**src/rtl/serial_pkg.sv**
```systemverilog
// serial_pkg: shared constants for the serial frame transmitter.
// State encoding and the default word width used by the detector bench.
package serial_pkg;

    localparam int DEFAULT_WIDTH = 8;

    typedef enum logic {
        S_IDLE  = 1'b0,
        S_SHIFT = 1'b1
    } state_t;

endpackage

```
**src/rtl/serial_frame_tx.sv**
```systemverilog
// serial_frame_tx: parallel-to-serial shifter with a one-word holding buffer.
// Streams WIDTH-bit words one bit per clock with a frame marker per word.
module serial_frame_tx
    import serial_pkg::*;
#(
    parameter int WIDTH     = DEFAULT_WIDTH,
    parameter int MSB_FIRST = 1,
    parameter bit IDLE_BIT  = 1'b0
) (
    input  logic             clk,
    input  logic             rst,
    input  logic [WIDTH-1:0] din,
    input  logic             din_valid,
    output logic             din_ready,
    output logic             ser_out,
    output logic             ser_valid,
    output logic             frame_start,
    output logic             busy
);

    localparam int CW = (WIDTH > 1) ? $clog2(WIDTH) : 1;
    localparam logic [CW-1:0] LAST_IDX = CW'(WIDTH - 1);

    state_t           state, state_n;
    logic [WIDTH-1:0] shreg, shreg_n;
    logic [WIDTH-1:0] hold, hold_n;
    logic             hold_valid, hold_valid_n;
    logic [CW-1:0]    cnt, cnt_n;
    logic             ser_out_n, ser_valid_n, frame_start_n;
    logic             transfer;

    // Bit that goes on the line first for a word held in the shifter.
    function automatic logic head(input logic [WIDTH-1:0] w);
        return (MSB_FIRST != 0) ? w[WIDTH-1] : w[0];
    endfunction

    // Drop the bit just sent so the next one moves to the head position.
    function automatic logic [WIDTH-1:0] advance(input logic [WIDTH-1:0] w);
        return (MSB_FIRST != 0) ? {w[WIDTH-2:0], 1'b0} : {1'b0, w[WIDTH-1:1]};
    endfunction

    assign din_ready = !hold_valid;
    assign transfer  = din_valid && din_ready;
    assign busy      = (state == S_SHIFT) || hold_valid;

    // Next-state logic: load, shift, refill from buffer or din, or go idle.
    always_comb begin
        state_n       = state;
        shreg_n       = shreg;
        hold_n        = hold;
        hold_valid_n  = hold_valid;
        cnt_n         = cnt;
        frame_start_n = 1'b0;
        unique case (state)
            S_IDLE: begin
                if (transfer) begin
                    shreg_n       = din;
                    cnt_n         = LAST_IDX;
                    state_n       = S_SHIFT;
                    frame_start_n = 1'b1;
                end
            end
            S_SHIFT: begin
                if (cnt == '0) begin
                    if (hold_valid) begin
                        shreg_n       = hold;
                        hold_valid_n  = 1'b0;
                        cnt_n         = LAST_IDX;
                        frame_start_n = 1'b1;
                    end else if (transfer) begin
                        shreg_n       = din;
                        cnt_n         = LAST_IDX;
                        frame_start_n = 1'b1;
                    end else begin
                        state_n = S_IDLE;
                    end
                end else begin
                    shreg_n = advance(shreg);
                    cnt_n   = cnt - 1'b1;
                    if (transfer) begin
                        hold_n       = din;
                        hold_valid_n = 1'b1;
                    end
                end
            end
            default: state_n = S_IDLE;
        endcase
        ser_valid_n = (state_n == S_SHIFT);
        ser_out_n   = ser_valid_n ? head(shreg_n) : IDLE_BIT;
    end

    // State and registered outputs; reset discards any word in flight.
    always_ff @(posedge clk or posedge rst) begin
        if (rst) begin
            state       <= S_IDLE;
            shreg       <= '0;
            hold        <= '0;
            hold_valid  <= 1'b0;
            cnt         <= '0;
            ser_out     <= IDLE_BIT;
            ser_valid   <= 1'b0;
            frame_start <= 1'b0;
        end else begin
            state       <= state_n;
            shreg       <= shreg_n;
            hold        <= hold_n;
            hold_valid  <= hold_valid_n;
            cnt         <= cnt_n;
            ser_out     <= ser_out_n;
            ser_valid   <= ser_valid_n;
            frame_start <= frame_start_n;
        end
    end

endmodule
```
**config.mk**
```make
export PLATFORM = sky130hd
export DESIGN_NAME = serial_frame_tx
export DESIGN_NICKNAME = d
export VERILOG_FILES = /design/src/rtl/serial_pkg.sv /design/src/rtl/serial_frame_tx.sv
export SDC_FILE = /design/constraint.sdc
export NUM_CORES = 1
export LEC_CHECK = 0
export BUFFER_PORTS_ARGS = -buffer_cell sky130_fd_sc_hd__buf_2
export CAP_MARGIN = 15
export CORE_AREA = 2 2 48 50
export CTS_CLUSTER_DIAMETER = 40
export CTS_CLUSTER_SIZE = 30
export DETAILED_ROUTE_END_ITERATION = 16
export DIE_AREA = 0 0 50 52
export GPL_ROUTABILITY_DRIVEN = 1
export PLACE_DENSITY = 0.74
export SETUP_SLACK_MARGIN = 0.4
export SLEW_MARGIN = 25
export SYNTH_ARGS = -nofsm -noshare
export SYNTH_HDL_FRONTEND = slang
export SYNTH_SLANG_ARGS = --single-unit
```
**constraint.sdc**
```tcl
create_clock -name clk -period 2.95 [get_ports clk]
set_input_delay 0.59 -clock clk [delete_from_list [all_inputs] [get_ports clk]]
set_output_delay 0.59 -clock clk [all_outputs]
set_load 0.02 [all_outputs]
```
==> results of run 1 <==
stage by stage:
stage / util (%) / setup WS (ns) / hold WS (ns)
3_3_place_gp: 54.0 / 1.16 / 0.478
2_1_floorplan: - / 1.40 / 0.460
5_1_grt: 55.7 / 0.806 / 0.470
6_report: 55.7 / 0.886 / 0.414
4_1_cts: 55.7 / 0.888 / 0.435
3_5_place_dp: 54.0 / 1.05 / 0.489
power groups by stage:
stage	Combinational, W	Sequential, W	Clock [W]
6_report	0.000529	0.000574	0.000172
5_1_grt	0.000585	0.000594	0.000189
4_1_cts	0.000529	0.000571	0.000175
3_5_place_dp	0.000523	0.000579	0
3_3_place_gp	0.000498	0.000569	0
2_1_floorplan	0.000466	0.000533	0
final cells by class:
class	instances	share of cell area, %
clock buffers	4	3.09
inverters	4	1.28
multi-input cells	65	39.3
flip-flops and latches	22	46.9
well taps	28	2.99
repair buffers	15	6.40
cell families after synthesis:
family          after synthesis
flops                        22
buf+inv                      11
compound gates               23
mux                           9
simple gates                 31
fa+ha+maj                     2
cell usage after synthesis:
cell	count	area (um2)
ha_1	2	25.0
o21ai_1	1	5.00
dfrtp_1	22	551
a32oi_1	7	61.3
nor2b_1	1	6.26
nand3_4	1	17.5
nand3b_1	1	7.51
or2_2	1	6.26
buf_2	2	10.0
nor3b_1	1	7.51
nor2_1	3	11.3
inv_1	4	15.0
nand2b_1	3	18.8
nand4bb_1	1	11.3
o22ai_1	6	37.5
clkbuf_2	1	5.00
a22o_1	1	8.76
a21oi_1	4	20.0
clkbuf_1	2	7.51
buf_6	2	22.5
mux2_4	1	15.0
o21ai_0	1	5.00
mux2_2	8	90.1
o41ai_1	1	8.76
a22oi_1	2	15.0
nor2b_4	1	13.8
and2_1	1	6.26
nand2_1	17	63.8
metal layers:
layer / GRT usage (%) / share of wire [%] / vias up / routed length, um
met5: 0 / 0 / - / 0
met4: 12.5 / 2.0 / 0 / 43
met3: 3.74 / 2.8 / 5 / 59
met2: 28.3 / 50 / 26 / 1050
met1: 22.3 / 45 / 394 / 951
li1: - / - / 378 / -
sequential cells by signal (all words and copies together), names as in the netlist:
signal,flops
hold_valid,1
state,1
cnt,3
frame_start,1
hold,8
shreg,7
ser_out,1
worst register-to-register path, delay by kind of cell, from the launching register on:
kind                     cells  cell delay, ns
AND/OR/NAND/NOR              1            0.17
adder cells (fa/ha/maj)      1            0.25
flip-flops                   1            0.41
buffers and inverters        1            0.09
AO/OA/AOI/OAI                2            0.88
path summary, 6_finish.rpt:
kind / start / to / slack (ns) / cells after the start
hold / removal: rst / shreg[3]$_DFF_PP0_ / 0.41 / 2
min in group clk: cnt[0]$_DFF_PP0_ / cnt[0]$_DFF_PP0_ / 0.50 / 1
hold reg to reg: cnt[0]$_DFF_PP0_ / cnt[0]$_DFF_PP0_ / 0.50 / 1
setup / recovery: state$_DFF_PP0_ / busy / 0.89 / 2
max in group asynchronous: rst / hold[0]$_DFFE_PP0P_ / 2.03 / 2
setup reg to reg: cnt[0]$_DFF_PP0_ / shreg[2]$_DFF_PP0_ / 0.99 / 5
cells in the final DEF, fill, tap and decap left out, drive strengths merged, types with 3 or more instances in the layout:
master | Yosys | final
a21oi | 4 | 4
a32oi | 7 | 7
nand2b | 3 | 3
nand2 | 17 | 17
buf | 4 | 15
o22ai | 6 | 6
dfrtp | 22 | 22
nor2 | 3 | 3
clkbuf | 3 | 4
inv | 4 | 4
mux2 | 9 | 9
==> metrics.yaml, run 1 <==
die:
  core-area_mm2: 0.00211
  dieHeight_um: 52
  core.rowCount: 17
  start_util_pct: 50.9
  ios: 16
  dieArea_mm2: 0.00260
  die_w_um: 50
worst_setup_path:
  arrival_ns: 1.47
  cp_top_family: "flip-flops"
  cp_cell_sequence: "or2_2 -> buf_2"
  crit_path_end_kind: "output port"
  cp-start-kind: "flop"
  criticalPathCategory: "reg2out"
  cpPeakStageDelay_ns: 0.63
  slowest_stage: "dfrtp_1"
  cp.required_ns: 2.36
  cp_max_fo: 19
  path_buf_inv: 1
run:
  cap_violations: 0
synth:
  synth.cell_area_mm2: 0.00107
  synth_cell_types: 28
  ys_warn_count: 0
  synth_top_family_by_area: "simple AND/OR/NAND/NOR gates"
  synth_xor_area_share_pct: 0
  seq_area_frac_synth_pct: 51.3
  synthAdderAreaFrac_pct: 2.33
  synthCells: 98
  synth_compound_area_share_pct: 15.1
  synth-simple-area-share_pct: 15.9
  synth_mux_area_share_pct: 9.80
  synthesis.nets: 111
  syn_avg_cell_area_um2: 10.9
  ys_ff_latch: 22
global_route:
  antenna_found_initial: 0
  grt.total_usage_pct: 18.0
  grt_pass1_wl_um: 3420
  first_global_vias: 761
  grt-ovfl-total: 0
  grt_max_degree: 23
drt:
  via_per_inst: 5.82
  vias: 803
  drc_errors: 0
  drt-total-wl_um: 2100
  firstDrtPassIters: 4
  drtIter0Drc: 19
  wl_per_cell_um: 15.2
  detail-route-antenna-nets: 0
timing:
  worst_pin_slew_ns: 0.830
  finalCritPeriodShare_pct: 70.0
  fmax_mhz: 485
  setup_viol: 0
  max-slew-margin-rel_pct: 44.6
  finalCriticalPeriod_ns: 2.06
  hold_viol_final: 0
  clock_skew_ns: 0.00194
  drv_slew: 0
  tns_ns: 0
  rsz0062_at_grt: "false"
cts:
  cts.sinks: 22
  tritoncts: "built"
  cts_buffer_depth: 2
  h-tree-depth: 1
  numCtsBuffers: 3
  clk_pin_slew_ns: 0.12
  ctsResizeCount: 0
  post_cts_buffers: 0
  clock_latency_ns: 0.32
  hold_buffers: 0
  root_buffer: "clkbuf_4"
power_and_ir_drop:
  p_int_w: 0.000775
  ir_drop_uv: 521
  combPwrFrac_pct: 41.5
  netSwitchingFraction_pct: 39.2
  p_sw_w: 0.000499
  total_power_w: 0.00127
  clkPwrFrac_pct: 13.5
  cellPowerDensity_mw_per_mm2: 1090
  seqPwrFrac_pct: 45.0
  p_leak_nw: 0.524
layout:
  final_area_mm2: 0.00117
  layout.cells.non_filler: 138
  final-seq-area_um2: 551
  multi_input_area_um2: 462
  drive_gt1_share_pct: 28.2
  diodes: 0
  fill_cells: 188
  nNetsFinal: 124
  syn_to_final_growth_pct: 9.45
placed_design:
  io_buffer_count: 15
  dp.cells: 134
  post-dp-hpwl_um: 1430
  gp_congestion: 0.792
  placed_area_mm2: 0.00114
run_status:
  status: "finished, final reports clean"
hold_path:
  hold_path.class: "in2async"
No activity file was read; power rests on OpenSTA's default activity.
==> run 2, diff against run 1 <==
CORE_AREA = 2 2 50 52   (was 2 2 48 50)
DIE_AREA = 0 0 52 54   (was 0 0 50 52)
PLACE_DENSITY = 0.71   (was 0.74)
clock period = 1.8 ns   (was 2.95 ns; I/O delays follow)
==> run 2 against run 1 <==
  * Clock skew rose by 0.0047 ns
  * Sequential power rose by 53%
  * Flip-flop and latch count did not move
  * Combinational power rose by 120%
  * Via count rose by 6.0%
  * Clock power rose by 26%
  * Worst hold slack got worse by 0.35 ns
  * Total power rose by 75%
  * Clock-buffer cell count fell by 1
  * Cell count rose by 8.0%
  * Core utilization fell by 0.50 points
  * Critical path type unchanged
  * Largest power group is now combinational logic
==> metrics.yaml, run 2 (synthesis results as in run 1) <==
drt:
  detail-route-antenna-nets: 0  # unchanged
  drt-total-wl_um: 2200  # was 2100 um
  via_per_inst: 5.71  # was 5.82
  drtIter0Drc: 14  # was 19
  drc_errors: 0  # unchanged
  firstDrtPassIters: 4  # unchanged
  vias: 851  # was 803
  wl_per_cell_um: 14.8  # was 15.2 um
placed_design:
  post-dp-hpwl_um: 1520  # was 1430 um
  gp_congestion: 0.775  # was 0.792
  pre_cts_slack_ns: 0.295  # was 1.05 ns
  dp.cells: 141  # was 134
  io_buffer_count: 15  # unchanged
  placed_area_mm2: 0.00118  # was 0.00114 mm2
worst_setup_path:
  cp.required_ns: 1.44  # was 2.36 ns
  criticalPathCategory: "reg2out"  # unchanged
  arrival_ns: 1.09  # was 1.47 ns
  cp-start-kind: "flop"  # unchanged
  cp_max_fo: 2  # was 19
  reg2regPathDepth: 4  # was 5
  crit_path_end_kind: "output port"  # unchanged
timing:
  finalCritPeriodShare_pct: 80.5
  clock_skew_ns: 0.00665  # was 0.00194 ns
  max-slew-margin-rel_pct: 75.5  # was 44.6%
  tns_ns: 0  # unchanged
  drv_slew: 0  # unchanged
  setup_viol: 0  # unchanged
  finalCriticalPeriod_ns: 1.45
  fmax_mhz: 690
  hold_viol_final: 0  # unchanged
  layout_setup_ws_ns: 0.350  # was 0.886 ns
  worst_pin_slew_ns: 0.368  # was 0.830 ns
  rsz0062_at_grt: "true"  # was false
die:
  die_w_um: 52  # was 50 um
  start_util_pct: 46.2  # was 50.9%
  ios: 16  # unchanged
  core-area_mm2: 0.00232  # was 0.00211 mm2
  dieHeight_um: 54  # was 52 um
  core.rowCount: 18  # was 17
  dieArea_mm2: 0.00281  # was 0.00260 mm2
layout:
  fill_cells: 213  # was 188
  regMostFlops: "hold"  # unchanged
  largest_register_ffs: 8  # unchanged
  mostFrequentLayoutCell: "dfrtp_1"  # unchanged
  drive_gt1_share_pct: 40.3  # was 28.2%
  layout_common_cells: "dfrtp_1, nand2_1, buf_2"  # unchanged
  nNetsFinal: 134  # was 124
  layout.cells.non_filler: 149  # was 138
  largestRegisters: "hold x8, shreg x7, cnt x3"  # unchanged
  final_area_mm2: 0.00128  # was 0.00117 mm2
  syn_to_final_growth_pct: 19.5  # was 9.45%
  diodes: 0  # unchanged
cts:
  tritoncts: "built"  # unchanged
  h-tree-depth: 1  # unchanged
  hold_buffers: 0  # unchanged
  clk_pin_slew_ns: 0.12  # about the same
  numCtsBuffers: 3  # unchanged
  cts_buffer_depth: 2  # unchanged
  cts.sinks: 22  # unchanged
  root_buffer: "clkbuf_4"  # unchanged
  clock_latency_ns: 0.30  # was 0.32 ns
global_route:
  antenna_found_initial: 0  # unchanged
  grt_max_degree: 23  # unchanged
  grt.total_usage_pct: 17.7  # was 18.0%
  first_global_vias: 809  # was 761
  grt-ovfl-total: 0  # unchanged
  grt_pass1_wl_um: 3620  # was 3420 um
power_and_ir_drop:
  p_leak_nw: 0.574  # was 0.524 nW
  ir_drop_uv: 761  # was 521 uV
  cellPowerDensity_mw_per_mm2: 1740  # was 1090 mW/mm2
  total_power_w: 0.00223  # was 0.00127 W
run:
  cap_violations: 0  # unchanged
run_status:
  status: "finished, final reports clean"  # unchanged
hold_path:
  hold_path.class: "in2async"  # unchanged
[run 2: repair_timing]
action                                  in CTS  in global routing
endpoints found under the setup margin      21                 21
pin swaps                                    1                  2
buffers inserted                             3                  2
endpoints found under the hold margin        0                  0
gates resized for setup                     10                  4
[run 2: metal layers]
| metal | vias up | GRT usage (%) | wire length, um |
|---|---|---|---|
| li1 | 393 | - | - |
| met5 | - | 0 | 0 |
| met4 | 0 | 8.33 | 38 |
| met1 | 423 | 24.2 | 1000 |
| met3 | 8 | 3.33 | 81 |
| met2 | 27 | 27.2 | 1080 |
[run 2: area by class of cell]
cell class                      instances  area, um2  share of cell area (%)
Clock buffer                            3       22.5                    1.76
Inverter                                4       15.0                    1.17
Multi-Input combinational cell         65        487                    38.0
Sequential cell                        22        553                    43.2
Tap cell                               30       37.5                    2.93
Timing Repair Buffer                   25        166                    13.0
[run 2: final timing paths]
| kind | from | slack, ns | to |
|---|---|---|---|
| hold reg to reg | hold[4]$_DFFE_PP0P_ | 0.52 | hold[4]$_DFFE_PP0P_ |
| max in group asynchronous | rst | 1.49 | state$_DFF_PP0_ |
| setup / recovery | hold_valid$_DFFE_PP0P_ | 0.35 | busy |
| hold / removal | rst | 0.06 | hold[6]$_DFFE_PP0P_ |
| setup reg to reg | hold_valid$_DFFE_PP0P_ | 0.38 | shreg[0]$_DFF_PP0_ |
| min in group clk | din[7] | 0.29 | hold[7]$_DFFE_PP0P_ |
[run 2: per-stage QoR]
| stage | hold WS [ns] | utilization, % |
|---|---|---|
| 2_1_floorplan | 0.349 | - |
| 3_3_place_gp | 0.406 | 50.9 |
| 3_5_place_dp | 0.410 | 50.9 |
| 4_1_cts | 0.0759 | 54.3 |
| 5_1_grt | 0.0921 | 55.2 |
| 6_report | 0.0645 | 55.2 |
[run 2: where the power goes]
group | switching [W] | internal (W) | leakage [nW]
combinational | 0.000581 | 0.000555 | 0.303
clock | 0.000139 | 0.0000780 | 0.0138
sequential | 0.000135 | 0.000743 | 0.257
[run 2: critical path, cell delays in order (launching register included)]
cell	delay, ns
dfrtp_2	0.42
or2_4	0.25
buf_6	0.13
